## src/rtl/e1of2_chan_arbiter_pkg.sv

```systemverilog
// Shared types and defaults for the 1-of-2 channel arbiter.
// Holds the FSM encoding and the round-robin pick helper.
package e1of2_chan_arbiter_pkg;

  localparam int SYNC_STAGES_D = 2;
  localparam int TIMEOUT_D     = 255;
  localparam int CNT_W_D       = 16;
  localparam int TCNT_W        = 16;

  typedef enum logic [1:0] {
    IDLE,
    DATA,
    NEUTRAL
  } state_e;

  // Tie goes to whoever was not granted last.
  function automatic logic rr_pick(
    input logic [1:0] v,
    input logic       last
  );
    return (&v) ? ~last : v[1];
  endfunction

endpackage

```

## src/rtl/e1of2_chan_arbiter_if.sv

```systemverilog
// Requester handshake plus dual-rail channel toward the sink.
// master = requesters/sink side, slave = arbiter.
interface e1of2_chan_arbiter_if;

  logic [1:0] req_valid;
  logic [1:0] req_data;
  logic [1:0] req_ready;
  logic       l0;
  logic       l1;
  logic       le;

  modport master (
    output req_valid,
    output req_data,
    output le,
    input  req_ready,
    input  l0,
    input  l1
  );

  modport slave (
    input  req_valid,
    input  req_data,
    input  le,
    output req_ready,
    output l0,
    output l1
  );

endinterface

```

## src/rtl/e1of2_chan_arbiter_sync_ff.sv

```systemverilog
// Reset-to-zero flop chain for bringing an async level into clk.
// DEPTH must be at least 2.
module sync_ff #(
  parameter int DEPTH = 2
) (
  input  logic clk,
  input  logic rst_n,
  input  logic d,
  output logic q
);

  logic [DEPTH-1:0] r;

  always_ff @(posedge clk) begin
    if (!rst_n) r <= '0;
    else        r <= {r[DEPTH-2:0], d};
  end

  assign q = r[DEPTH-1];

endmodule

```

## src/rtl/e1of2_chan_arbiter.sv

```systemverilog
// Round-robin arbiter feeding one 1-of-2 four-phase RTZ channel.
// Rails, ready, busy and counters are all registered.
module e1of2_chan_arbiter
  import e1of2_chan_arbiter_pkg::*;
#(
  parameter int SYNC_STAGES = SYNC_STAGES_D,
  parameter int TIMEOUT     = TIMEOUT_D,
  parameter int CNT_W       = CNT_W_D
) (
  input  logic                 clk,
  input  logic                 rst_n,
  e1of2_chan_arbiter_if.slave  ch,
  output logic                 grant_id,
  output logic                 busy,
  output logic [CNT_W-1:0]     cnt0,
  output logic [CNT_W-1:0]     cnt1,
  output logic                 err_timeout
);

  localparam logic [TCNT_W-1:0] TO_LAST = TCNT_W'(TIMEOUT - 1);

  logic              le_s;
  logic              last;
  logic              win;
  logic              win_d;
  logic [TCNT_W-1:0] tcnt;
  state_e            state;

  sync_ff #(.DEPTH(SYNC_STAGES)) u_le_sync (
    .clk   (clk),
    .rst_n (rst_n),
    .d     (ch.le),
    .q     (le_s)
  );

  assign win   = rr_pick(ch.req_valid, last);
  assign win_d = ch.req_data[win];

  always_ff @(posedge clk) begin
    if (!rst_n) begin
      state        <= IDLE;
      ch.l0        <= 1'b0;
      ch.l1        <= 1'b0;
      ch.req_ready <= 2'b00;
      grant_id     <= 1'b0;
      busy         <= 1'b0;
      cnt0         <= '0;
      cnt1         <= '0;
      err_timeout  <= 1'b0;
      tcnt         <= '0;
      last         <= 1'b1;
    end else begin
      ch.req_ready <= 2'b00;
      unique case (state)
        IDLE: begin
          if (le_s && (|ch.req_valid)) begin
            state        <= DATA;
            busy         <= 1'b1;
            grant_id     <= win;
            last         <= win;
            ch.req_ready <= win ? 2'b10 : 2'b01;
            ch.l1        <= win_d;
            ch.l0        <= ~win_d;
            tcnt         <= '0;
          end
        end
        DATA: begin
          // Timeout only flags; the token stays on the rails.
          if (tcnt == TO_LAST) err_timeout <= 1'b1;
          if (tcnt != '1) tcnt <= tcnt + TCNT_W'(1);
          if (!le_s) begin
            state <= NEUTRAL;
            ch.l0 <= 1'b0;
            ch.l1 <= 1'b0;
          end
        end
        NEUTRAL: begin
          state <= IDLE;
          busy  <= 1'b0;
          if (grant_id) cnt1 <= cnt1 + CNT_W'(1);
          else          cnt0 <= cnt0 + CNT_W'(1);
        end
        default: begin
          state <= IDLE;
          busy  <= 1'b0;
          ch.l0 <= 1'b0;
          ch.l1 <= 1'b0;
        end
      endcase
    end
  end

endmodule

```

## src/flat_wrapper.sv

```systemverilog
// flat-port wrapper written by rule: the top's interface ports become plain ports
module e1of2_chan_arbiter_flat import e1of2_chan_arbiter_pkg::*;
#(
  parameter int SYNC_STAGES = SYNC_STAGES_D,
  parameter int TIMEOUT     = TIMEOUT_D,
  parameter int CNT_W       = CNT_W_D
)
  (clk, rst_n, grant_id, busy, cnt0, cnt1, err_timeout, ch_req_valid, ch_req_data, ch_le, ch_req_ready, ch_l0, ch_l1);
  e1of2_chan_arbiter_if ch_i ();
  input  logic clk;
  input  logic rst_n;
  output logic grant_id;
  output logic busy;
  output logic [CNT_W-1:0] cnt0;
  output logic [CNT_W-1:0] cnt1;
  output logic err_timeout;
  input wire logic [$bits(ch_i.req_valid)-1:0] ch_req_valid;
  input wire logic [$bits(ch_i.req_data)-1:0] ch_req_data;
  input wire logic [$bits(ch_i.le)-1:0] ch_le;
  output wire logic [$bits(ch_i.req_ready)-1:0] ch_req_ready;
  output wire logic [$bits(ch_i.l0)-1:0] ch_l0;
  output wire logic [$bits(ch_i.l1)-1:0] ch_l1;
  assign ch_i.req_valid = ch_req_valid;
  assign ch_i.req_data = ch_req_data;
  assign ch_i.le = ch_le;
  assign ch_req_ready = ch_i.req_ready;
  assign ch_l0 = ch_i.l0;
  assign ch_l1 = ch_i.l1;
  e1of2_chan_arbiter #(.SYNC_STAGES(SYNC_STAGES), .TIMEOUT(TIMEOUT), .CNT_W(CNT_W)) u_core (.clk(clk), .rst_n(rst_n), .ch(ch_i), .grant_id(grant_id), .busy(busy), .cnt0(cnt0), .cnt1(cnt1), .err_timeout(err_timeout));
endmodule
```

## config.mk

```make
export PLATFORM = sky130hd
export DESIGN_NAME = e1of2_chan_arbiter_flat
export DESIGN_NICKNAME = d
export VERILOG_FILES = /design/src/rtl/e1of2_chan_arbiter_pkg.sv /design/src/rtl/e1of2_chan_arbiter_if.sv /design/src/rtl/e1of2_chan_arbiter_sync_ff.sv /design/src/rtl/e1of2_chan_arbiter.sv /design/src/flat_wrapper.sv
export SDC_FILE = /design/constraint.sdc
export NUM_CORES = 1
export LEC_CHECK = 0
export ABC_AREA = 0
export CORE_MARGIN = 3
export CORE_UTILIZATION = 57
export CTS_CLUSTER_SIZE = 8
export DETAILED_ROUTE_END_ITERATION = 7
export PLACE_DENSITY_LB_ADDON = 0.12
export SYNTH_ARGS = -nofsm -noshare
export SYNTH_HDL_FRONTEND = slang
export SYNTH_HIERARCHICAL = 1
export SYNTH_SLANG_ARGS = --single-unit
```

## constraint.sdc

```tcl
create_clock -name clk -period 4.2 [get_ports clk]
set_input_delay 0.84 -clock clk [delete_from_list [all_inputs] [get_ports clk]]
set_output_delay 0.84 -clock clk [all_outputs]
set_load 0.02 [all_outputs]
```

### Word-level counts from Yosys, hierarchy flattened

Index checks and enable logic that the tools add are counted.

| operators by class | value |
|---|---|
| $add $sub $neg | 3 |
| bitwise logic cells | 5 |
| reductions and logical operators | 14 |
| eq/ne operators | 7 |
| magnitude comparators | 1 |
| muxes and demuxes | 17 |

Operators with widths:

| kind | number |
|---|---|
| $add 16x1->16 const B | 3 |
| $mux 16 | 2 |
| $pmux 16 s2 | 1 |
| $eq 16x8->1 const B | 1 |
| $ne 16x16->1 const B | 1 |
| $reduce_and 2->1 | 7 |
| $reduce_and 3->1 | 3 |
| $mux 1 | 7 |
| $mux 2 | 3 |
| $pmux 1 s3 | 2 |
| $not 1->1 | 5 |
| $ne 2x1->1 const B | 2 |
| $pmux 2 s2 | 1 |
| $eq 2x1->1 const B | 1 |
| $eq 2x2->1 const B | 1 |
| $logic_not 2->1 | 1 |
| $lt 1x2->1 const B | 1 |
| $ne 2x2->1 const B | 1 |
| $pmux 1 s2 | 1 |
| $reduce_bool 2->1 | 1 |
| $reduce_or 2->1 | 1 |
| $logic_and 1x1->1 | 1 |

| storage, ports and cells | value |
|---|---|
| register bits | 60 |
| word-level logic and storage cells | 59 |
| output and inout bits | 39 |
| input bits | 7 |

### Depth between registers and ports, before layout

Gate-level depths: netlist of run 1.

| logic depth | value |
|---|---|
| depth in word-level cells | 7 |
| mapped depth | 7 |
| mapped depth without buffers | 5 |

### Hierarchy

Netlist of run 1, hierarchy kept.

Modules (own cells, without submodules):

| module | times used | seq. area each (um2) | area an instance (um2) | cells an instance |
|---|---|---|---|---|
| e1of2_chan_arbiter | 1 | 1161.1 | 2835.2 | 331 |
| sync_ff | 1 | 40.0 | 52.6 | 4 |

### Worst setup path before layout of run 1

Ideal clock, no wire load.

| path | value |
|---|---|
| kind | input port to flip-flop |
| start | in rst_n |
| end | reg u_core.ch.req_ready[0] |
| required time | 4.066 ns |
| arrival time | 1.720 ns |
| stages on the path | 5 |
| setup slack | 2.346 ns |
| buffers on the path | 3 |
| library setup time | 0.134 ns |
| cells stage by stage | clkbuf_1 > inv_1 > clkbuf_1 > buf_1 > nor3_1 |

| between the ends | value |
|---|---|
| longest elaborated chain between the ends | 1 |

Ends and longest elaborated chain:

| item | RTL line | RTL |
|---|---|---|
| start, declared | flat_wrapper.sv:11 | `input logic rst_n;` |
| $reduce_and 3->1 (no line) | n/a |  |
| end signal, assigned | e1of2_chan_arbiter.sv:61 | `ch.req_ready <= win ? 2'b10 : 2'b01;` |
| end, declared | e1of2_chan_arbiter_if.sv:25 | `output req_ready,` |

Every way passes these cells.
A chain may end at the register's enable or synchronous reset.

### Final worst setup path of run 1

| path | value |
|---|---|
| start | reg u_core.cnt1[0] |
| end | out cnt1[0] |

RTL lines:

| item | RTL line | RTL |
|---|---|---|
| start, declared | e1of2_chan_arbiter.sv:16 | `output logic [CNT_W-1:0] cnt1,` |
| start signal, assigned | e1of2_chan_arbiter.sv:80 | `if (grant_id) cnt1 <= cnt1 + CNT_W'(1);` |
| end, declared | flat_wrapper.sv:15 | `output logic [CNT_W-1:0] cnt1;` |

No word-level cell between the ends.

==> results of run 1 <==
layer usage:
metal / vias up / global-route usage (%)
met2: 82 / 38.7
met4: 0 / 11.4
met3: 8 / 4.23
met5: - / 0
li1: 1315 / -
met1: 1292 / 27.4
per-stage QoR:
step                      util [%]  worst slack, ps  area [sq um]  std cells  total power, uW
after global routing          74.0             1840          3570        444             1200
after detailed placement      69.7             1700          3360        430              627
after CTS                     74.0             1890          3570        444             1170
after floorplan                  -             2350          2890        335              612
after global placement        69.7             1750          3360        430              627
final                         74.0             1900          3570        444             1160
worst reg2reg max path, stage by stage, from the launching register on:
cell,delay [ps]
dfxtp_1,440
ha_1,270
nand4_2,300
nor4_4,510
o21ai_2,230
a311oi_1,320
power groups by stage:
stage               Sequential (uW)  Clock [uW]  Combinational [uW]
CTS                             576         555                38.7
global route                    576         585                42.4
detailed placement              589           0                38.6
global placement                589           0                38.0
floorplan                       589           0                22.1
finish                          576         549                38.7
placed cells by master (no fill, tap or decap), types with 5 or more instances in the layout:
cell type	n
clkdlybuf4s50_1	45
o21ai_0	8
or4_1	11
and3_1	5
nand3_1	17
clkbuf_8	13
a31oi_1	6
nand2b_1	6
nand4_1	14
nor4_1	8
inv_1	9
a21oi_1	21
o211ai_1	8
nor2_1	27
nor3_1	7
mux2i_1	5
or3_1	5
nand2_1	30
xor2_1	14
and2_1	6
o31ai_1	10
dfxtp_1	60
path summary, 6_finish.rpt:
| kind | from | end | slack, ps | depth (start not counted) |
|---|---|---|---|---|
| setup / recovery | u_core/cnt1[0]$_SDFFE_PN0P_ | cnt1[0] | 1900 | 1 |
| hold reg to reg | u_core/u_le_sync/r[0]$_SDFF_PN0_ | u_core/u_le_sync/r[1]$_SDFF_PN0_ | 440 | 1 |
| setup reg to reg | u_core/tcnt[1]$_SDFFE_PN0P_ | u_core/tcnt[4]$_SDFFE_PN0P_ | 2020 | 5 |
| hold / removal | u_core/u_le_sync/r[0]$_SDFF_PN0_ | u_core/u_le_sync/r[1]$_SDFF_PN0_ | 440 | 1 |
registers in the layout, summed over array words and instances (netlist names):
signal               cells
u_core/busy              1
u_core/ch.l0             1
u_core/err_timeout       1
u_core/ch.l1             1
u_core/ch.req_ready      2
u_core/grant_id          1
u_core/cnt1             16
u_core/u_le_sync/r       2
u_core/tcnt             16
u_core/cnt0             16
u_core/last              1
u_core/state             2
logic make-up after synthesis:
kind of cell | Yosys count
and+or+nand+nor | 155
AOI/OAI and AO/OA | 65
DFF | 60
buffers and inverters | 28
xor gates and xnor gates | 18
muxes | 5
adders and majority gates | 4
cell type report:
type                    count  area, sq um
well taps                  67         83.8
flip-flops and latches     60         1200
fillers                   371         1250
multi-input cells         247         1570
inverters                   9         33.8
clock inverters             1         30.0
clock buffers              13          179
repair buffers             47          465
==> out/qor.yml, run 1 <==
outcome:
  outcome: "finished, final reports clean"
sta:
  finalSetupViolations: 0
  rsz0062_at_grt: "false"
  slew_viol_final: 0
  final.period_utilization_pct: 54.7
  worst_pin_slew_ps: 1020
  finalHoldViolations: 0
  clock-skew-final_ps: 4.48
  max_freq_mhz: 436
  hold_slack_ps: 440
  slew_headroom_pct: 31.7
  final.setup.tns_ps: 0
  finalCriticalPeriod_ps: 2300
die:
  die_h_um: 77.2
  core_area_sq_um: 4820
  fp-row-count: 25
  die_w_um: 77.2
  io_pins: 46
  fp.dieArea_sq_um: 5960
  start_util_pct: 59.9
setup_path:
  path_cells: "clkdlybuf4s50_1"
  end_kind: "output port"
  critPathLaunchType: "register"
  cp_slowest_cell: "clkdlybuf4s50_1"
  cp_num_buf_inv: 1
  path_max_fanout: 7
  slowest_delay_ps: 660
  crit_family: "buffers and inverters"
  crit_arrival_ps: 1460
  critical_path_required_ps: 3360
  worst-setup-path-type: "reg -> out"
yosys:
  syn_avg_cell_area_sq_um: 8.62
  synthMuxAreaShare_pct: 1.73
  synth_edf_count: 0
  yosys.area.top_type: "dfxtp_1"
  synth-simple-area-share_pct: 30.9
  synth_top_family_by_area: "simple AND/OR/NAND/NOR gates"
  ys_ff_latch: 60
  yosys.area.top_type_share_pct: 41.6
  synth-adder-area-share_pct: 1.73
  synth_xor_xnor_area_share_pct: 5.46
  netlist_instances: 335
  synthesis.area_sq_um: 2890
  yosysMostFrequentCell: "dfxtp_1"
  synthTopCellsByArea: "dfxtp_1, xor2_1, nand2_1, a21oi_1, nor2_1"
  synth_commonest_cells: "dfxtp_1, nand2_1, nor2_1"
  ys_seq_area_share_pct: 41.6
  synth_compound_area_share_pct: 14.6
  syn_nets: 346
  synth_flop_cell: "dfxtp_1"
  ys_warn_count: 6
  ys_types: 47
  async_reset_ff_share_pct: 0
routing:
  wl_met3_um: 324
  top_layer: "met4"
  wl_met2_um: 3270
  wl_per_cell_um: 14.7
  drc: 0
  ant_nets: 0
  wl_um: 6520
  drtPass1Iterations: 5
  vias: 2697
  drt_iter0_drc: 238
  drt-met1-wl_um: 2850
  vias_per_cell: 6.07
grt:
  grt_max_degree: 42
  grtUsageTotal_pct: 22.8
  grt_pass1_vias: 2488
  antenna_found_initial: 0
  gr-total-overflow: 0
  grt_pass1_wl_um: 11100
clock_tree:
  cts_root_buf: "clkbuf_8"
  cts_sinks: 60
  htreeDepth: 3
  worstSkewPairLatency_ps: 330
  numCtsBuffers: 9
  cts_resized: 0
  clock_path_buffers: 2
  cts_tree: "done"
  cts_setup_buffers: 0
  clk_pin_slew_worst_paths_ps: 60
  postCtsHoldBufs: 0
power:
  power.switching_uw: 243
  p_sw_share_pct: 20.9
  power_frac_clock_pct: 47.2
  p_per_area_nw_per_um2: 326
  power_frac_seq_pct: 49.5
  p_int_uw: 920
  max-vdd-ir-drop_mv: 0.275
  p_comb_share_pct: 3.3
  leakage_uw: 0.00119
cells_and_area:
  area_growth_pct: 23.5
  drive_gt1_share_pct: 7.43
  nNetsFinal: 385
  num_antenna_cells: 0
worst_hold_path:
  hold_class: "reg -> reg"
placement:
  hpwl_um: 4420
  port_buffers: 45
  gp_congestion: 0.806
flow_run:
  cap_viol_max_count: 0
No activity file was read; power rests on OpenSTA's default activity.
==> run 2, diff against run 1 <==
--- a/config.mk
+++ b/config.mk
@@ -7,7 +7,7 @@
 export LEC_CHECK = 0
 export ABC_AREA = 0
 export CORE_MARGIN = 3
-export CORE_UTILIZATION = 57
+export CORE_UTILIZATION = 48
 export CTS_CLUSTER_SIZE = 8
 export DETAILED_ROUTE_END_ITERATION = 7
 export PLACE_DENSITY_LB_ADDON = 0.12
==> constraint.sdc (replaced) <==
create_clock -name clk -period 2.1 [get_ports clk]
set_input_delay 0.42 -clock clk [delete_from_list [all_inputs] [get_ports clk]]
set_output_delay 0.42 -clock clk [all_outputs]
set_load 0.02 [all_outputs]
==> run 2 against run 1 <==
  * Critical path depth grew 4
  * Sequential power up 100%
  * Via count decreased by 2.0%
  * Final cell count rose by 5.2%
  * Cell area grew 3.6%
  * Combinational power increased by 130%
==> out/qor.yml, run 2 (same netlist as run 1, synthesis figures left out) <==
routing:
  ant_nets: 0
  drc: 0
  vias: 2644
  drtPass1Iterations: 5
  vias_per_cell: 5.66
  drt_iter0_drc: 102
  wl_um: 6700
  wl_per_cell_um: 14.3
placement:
  port_buffers: 45
  hpwl_um: 4700
  pre_cts_slack_ps: 219
  placed_cell_area_sq_um: 3490
  gp_congestion: 0.841
sta:
  slew_viol_final: 0
  final.period_utilization_pct: 89.1
  worst_slack_ps: 228
  finalHoldViolations: 0
  finalCriticalPeriod_ps: 1870
  clock-skew-final_ps: 7.05
  slew_headroom_pct: 62.3
  max_freq_mhz: 534
  worst_pin_slew_ps: 565
  finalSetupViolations: 0
  rsz0062_at_grt: "false"
  final.setup.tns_ps: 0
clock_tree:
  cts_tree: "done"
  clock_path_buffers: 2
  cts_sinks: 60
  postCtsHoldBufs: 0
  worstSkewPairLatency_ps: 330
  numCtsBuffers: 9
  cts_setup_buffers: 0
  cts_resized: 0
  cts_root_buf: "clkbuf_8"
  clk_pin_slew_worst_paths_ps: 70
  htreeDepth: 3
cells_and_area:
  num_antenna_cells: 0
  finish.instance_area_sq_um: 3690
  final_cell_mix: "dfxtp_1, clkdlybuf4s50_1, nand2_1"
  area_growth_pct: 27.9
  final_common_cell: "dfxtp_1"
  nNetsFinal: 402
  drive_gt1_share_pct: 11.1
  top_regs: "u_core/cnt0: 16 flops, u_core/cnt1: 16 flops, u_core/tcnt: 16 flops"
die:
  core_area_sq_um: 5680
  start_util_pct: 50.9
  fp.dieArea_sq_um: 6980
  die_h_um: 83.6
  io_pins: 46
  die_w_um: 83.6
  fp-row-count: 27
setup_path:
  critPathLaunchType: "register"
  startpoint: "u_core/tcnt[1]$_SDFFE_PN0P_"
  worst-setup-path-type: "reg -> reg"
  crit_arrival_ps: 2070
  r2r_start: "u_core/tcnt[1]$_SDFFE_PN0P_"
  end_kind: "register"
  cp_slowest_cell: "or4_1"
  path_cells: "ha_1, nand4_2, or4_1, nand4_1, o211ai_1"
  path_max_fanout: 6
  critical_path_required_ps: 2290
  slowest_delay_ps: 690
grt:
  antenna_found_initial: 0
  gr-total-overflow: 0
  grt_pass1_wl_um: 11300
  grt_pass1_vias: 2416
  grtUsageTotal_pct: 19.7
  grt_max_degree: 27
power:
  max-vdd-ir-drop_mv: 0.426
  leakage_uw: 0.00127
  p_per_area_nw_per_um2: 625
worst_hold_path:
  min_from: "u_core/u_le_sync/r[0]$_SDFF_PN0_"
  hold_class: "reg -> reg"
flow_run:
  cap_viol_max_count: 0
outcome:
  outcome: "finished, final reports clean"
-- run 2: per-layer routing --
metal	part of all wire, %	vias to the layer above	GRT usage (%)
li1	-	1341	-
met1	47	1213	25.8
met2	46	74	30.7
met3	4.7	16	3.16
met4	2.5	0	10.5
met5	0	-	0
-- run 2: cell type report --
cell class	count	area, sq um
timing repair buffer	64	593
clock buffer	14	173
clock inverter	1	30.0
multi-input combinational	247	1570
tap	72	90.1
inverter	9	33.8
fill	486	1980
sequential	60	1200
-- run 2: critical path, delay by kind of cell (launching register included) --
kind,cells,cell delay (ps)
simple gates,3,1050
flops,1,350
fa+ha+maj,1,240
compound gates,1,90
-- run 2: path summary, 6_finish.rpt --
check,cells after the start,slack [ps],endpoint
hold reg to reg,1,440,u_core/u_le_sync/r[1]$_SDFF_PN0_
setup reg to reg,5,230,u_core/tcnt[13]$_SDFFE_PN0P_
setup / recovery,5,230,u_core/tcnt[13]$_SDFFE_PN0P_
hold / removal,1,440,u_core/u_le_sync/r[1]$_SDFF_PN0_
-- run 2: report_power, final --
group,switching [uW],internal [uW]
Clock,428,640
Sequential,5.46,1150
Combinational,52.7,38.1
Total,486,1820
-- run 2: stage by stage --
stage	utilization, %	instances	power [uW]	hold slack, ps
after global routing	65.1	467	2390	453
after floorplan	-	335	1220	412
after detailed placement	61.5	452	1270	422
after global placement	61.5	452	1270	420
final	65.1	467	2310	436
after CTS	65.1	467	2340	437
==> edit (config.mk and constraints of run 1) <==
Set the package constant `CNT_W_D` to 14 (it was 16).
--- a/src/rtl/e1of2_chan_arbiter_pkg.sv
+++ b/src/rtl/e1of2_chan_arbiter_pkg.sv
@@ -4,7 +4,7 @@
 
   localparam int SYNC_STAGES_D = 2;
   localparam int TIMEOUT_D     = 255;
-  localparam int CNT_W_D       = 16;
+  localparam int CNT_W_D       = 14;
   localparam int TCNT_W        = 16;
 
   typedef enum logic [1:0] {
Interface: changed (resized cnt0 and cnt1); port bits go from 46 to 42. The function was not compared with the original's and may differ.
==> edit against run 1 <==
Die area decreased by 4.8%; area after synthesis down 5.2%; fmax shrank 9.4%; via count fell by 12%; count of clock-buffer cells in the layout is 7 lower; cell count is 11% lower; register-to-register slack worse by 0.35 ns; power decreased by 26%; sequential cell count shrank 4; final area shrank 9.7%; wire length fell by 6.4%; worst setup slack worse by 0.24 ns; worst hold slack improved by 0.0075 ns; sequential power is 6.6% lower; critical path type is now reg2reg; largest cell class unchanged; largest power group unchanged.
==> edit: results (changes against run 1) <==
- HPWL after DPL: 4.22 mm (-4.4%)
- Total length of routed wires: 6.10 mm (-6.4%)
- Largest net degree at the start of global routing: 32 (-24%)
- CP peak stage delay: 0.90 ns (+0.24 ns)
- Max Fanout on Critical Path: 18 (+11)
- Post-Synth Adder-Cell Area: 0.0183 (+0.000951)
- Vias per std cell: 6.00 (-1.2%)
- Clock root buffer: clkbuf_8
- Largest registers: u_core/tcnt: 16 flops, u_core/cnt0: 14 flops, u_core/cnt1: 14 flops
- Non-Filler Instances: 395 (-11%)
- CP max-delay cell: nor4_4
- CP arrival: 2.77 ns (+1.31 ns)
- Worst-skew pair later-pin latency: 0.31 ns (-0.02 ns)
- Initial DRC Count: 127 (-47%)
- Number of synthesized flops with an enable pin: 0 (unchanged)
- CTS Buf Count: 5 (-4)
- Syn nets: 320 (-7.5%)
- Dpl ws: 1.42 ns (-0.279 ns)
- Overall Global Routing Usage: 0.222 (-0.00607)
- Placed insts: 388 (-9.8%)
- Commonest cells in the synthesized netlist: 56 x dfxtp_1, 30 x nor2_1, 28 x nand2_1
- Tmin final: 2.53 ns (+0.238 ns)
- GPL Wtd Cong: 0.935 (+16%)
- Htree depth: 2 (-1)
- Xor/xnor share of the synthesized area: 0.0544 (-0.000205)
- Outcome: completed
- FF-to-FF Start: u_core/tcnt[0]
- VDD IR max: 0.193 mV (-30%)
- Top delay family on crit path: simple AND/OR/NAND/NOR gates
- Share of post-route cells with drive strength above 1: 0.0525 (-0.0218)
- Reg-to-reg endpoint: u_core/tcnt[8]
- First-pass GRT wire length: 9.85 mm (-11%)
- Area of the multi-input gates: 1500 um^2 (-4.4%)
- NumNets Final: 354 (-8.1%)
- Vias in the first global route: 2125 (-15%)
- Setup CP Type: reg2reg
- Skew final: 0.0109 ns (+0.00646 ns)
- Port buffer count: 41 (-8.9%)
- Mux share of post-synthesis cell area: 0.0366 (+0.0192)
- Complex-gate fraction of the synthesized area: 0.121 (-0.0253)
- Reg2reg setup slack: 1.67 ns (-0.35 ns)
- Cell variety after synth: 53 (+13%)
- Sequential element share of the synthesized area: 0.410 (-0.00644)
- Post-Syn Instances: 309 (-7.8%)
- Actual slew at the worst max-slew pin: 0.940 ns (-0.0818 ns)
- Register clock-pin slew on the reported worst setup and hold paths: 0.10 ns (+0.04 ns)
- Fillers: 353 (-4.9%)
- Synth top area cells: dfxtp_1 41%, nand3_1 4.6%, nor2_1 4.1%
edit: cell types whose count changed after synthesis, moves of 7 or more:
cell and change:
a21oi_1 -11, or4_1 -9, o31ai_1 -7, nand3_1 +8
edit: area by class of cell:
| type | count | area share |
|---|---|---|
| timing repair buffer | 44 | 0.134 |
| sequential | 56 | 0.348 |
| inverter | 5 | 0.00583 |
| multi-input combinational | 231 | 0.467 |
| clock inverter | 1 | 0.00155 |
| tap | 52 | 0.0202 |
| clock buffer | 6 | 0.0225 |
edit: cells by family after synthesis:
family	count (synthesis)
compound gates	47
buf+inv	22
simple gates	153
xor+xnor	17
mux	10
flops	56
fa+ha+maj	4
edit: worst min-delay path by stage:
stage	startpoint	cells past startpoint	slack, ns	endpoint
after detailed placement	u_core/u_le_sync/r[0]	1	0.42	u_core/u_le_sync/r[1]
final	u_core/u_le_sync/r[0]	1	0.45	u_core/u_le_sync/r[1]
after floorplan	u_core/u_le_sync/r[0]	1	0.41	u_core/u_le_sync/r[1]
after global placement	u_core/u_le_sync/r[0]	1	0.42	u_core/u_le_sync/r[1]
after global routing	u_core/u_le_sync/r[0]	1	0.48	u_core/u_le_sync/r[1]
after CTS	u_core/u_le_sync/r[0]	1	0.45	u_core/u_le_sync/r[1]
edit: per-layer routing:
layer / global-route usage / vias up / part of all wire
met1: 0.313 / 1116 / 0.49
met4: 0.0796 / 0 / 0.015
li1: - / 1197 / -
met5: 0 / - / 0
met2: 0.343 / 49 / 0.46
met3: 0.0369 / 9 / 0.032
edit: where the power goes:
part | switching [W] | internal, W
clock | 0.000165 | 0.000114
combinational | 0.0000230 | 0.0000165
sequential | 0.00000398 | 0.000534
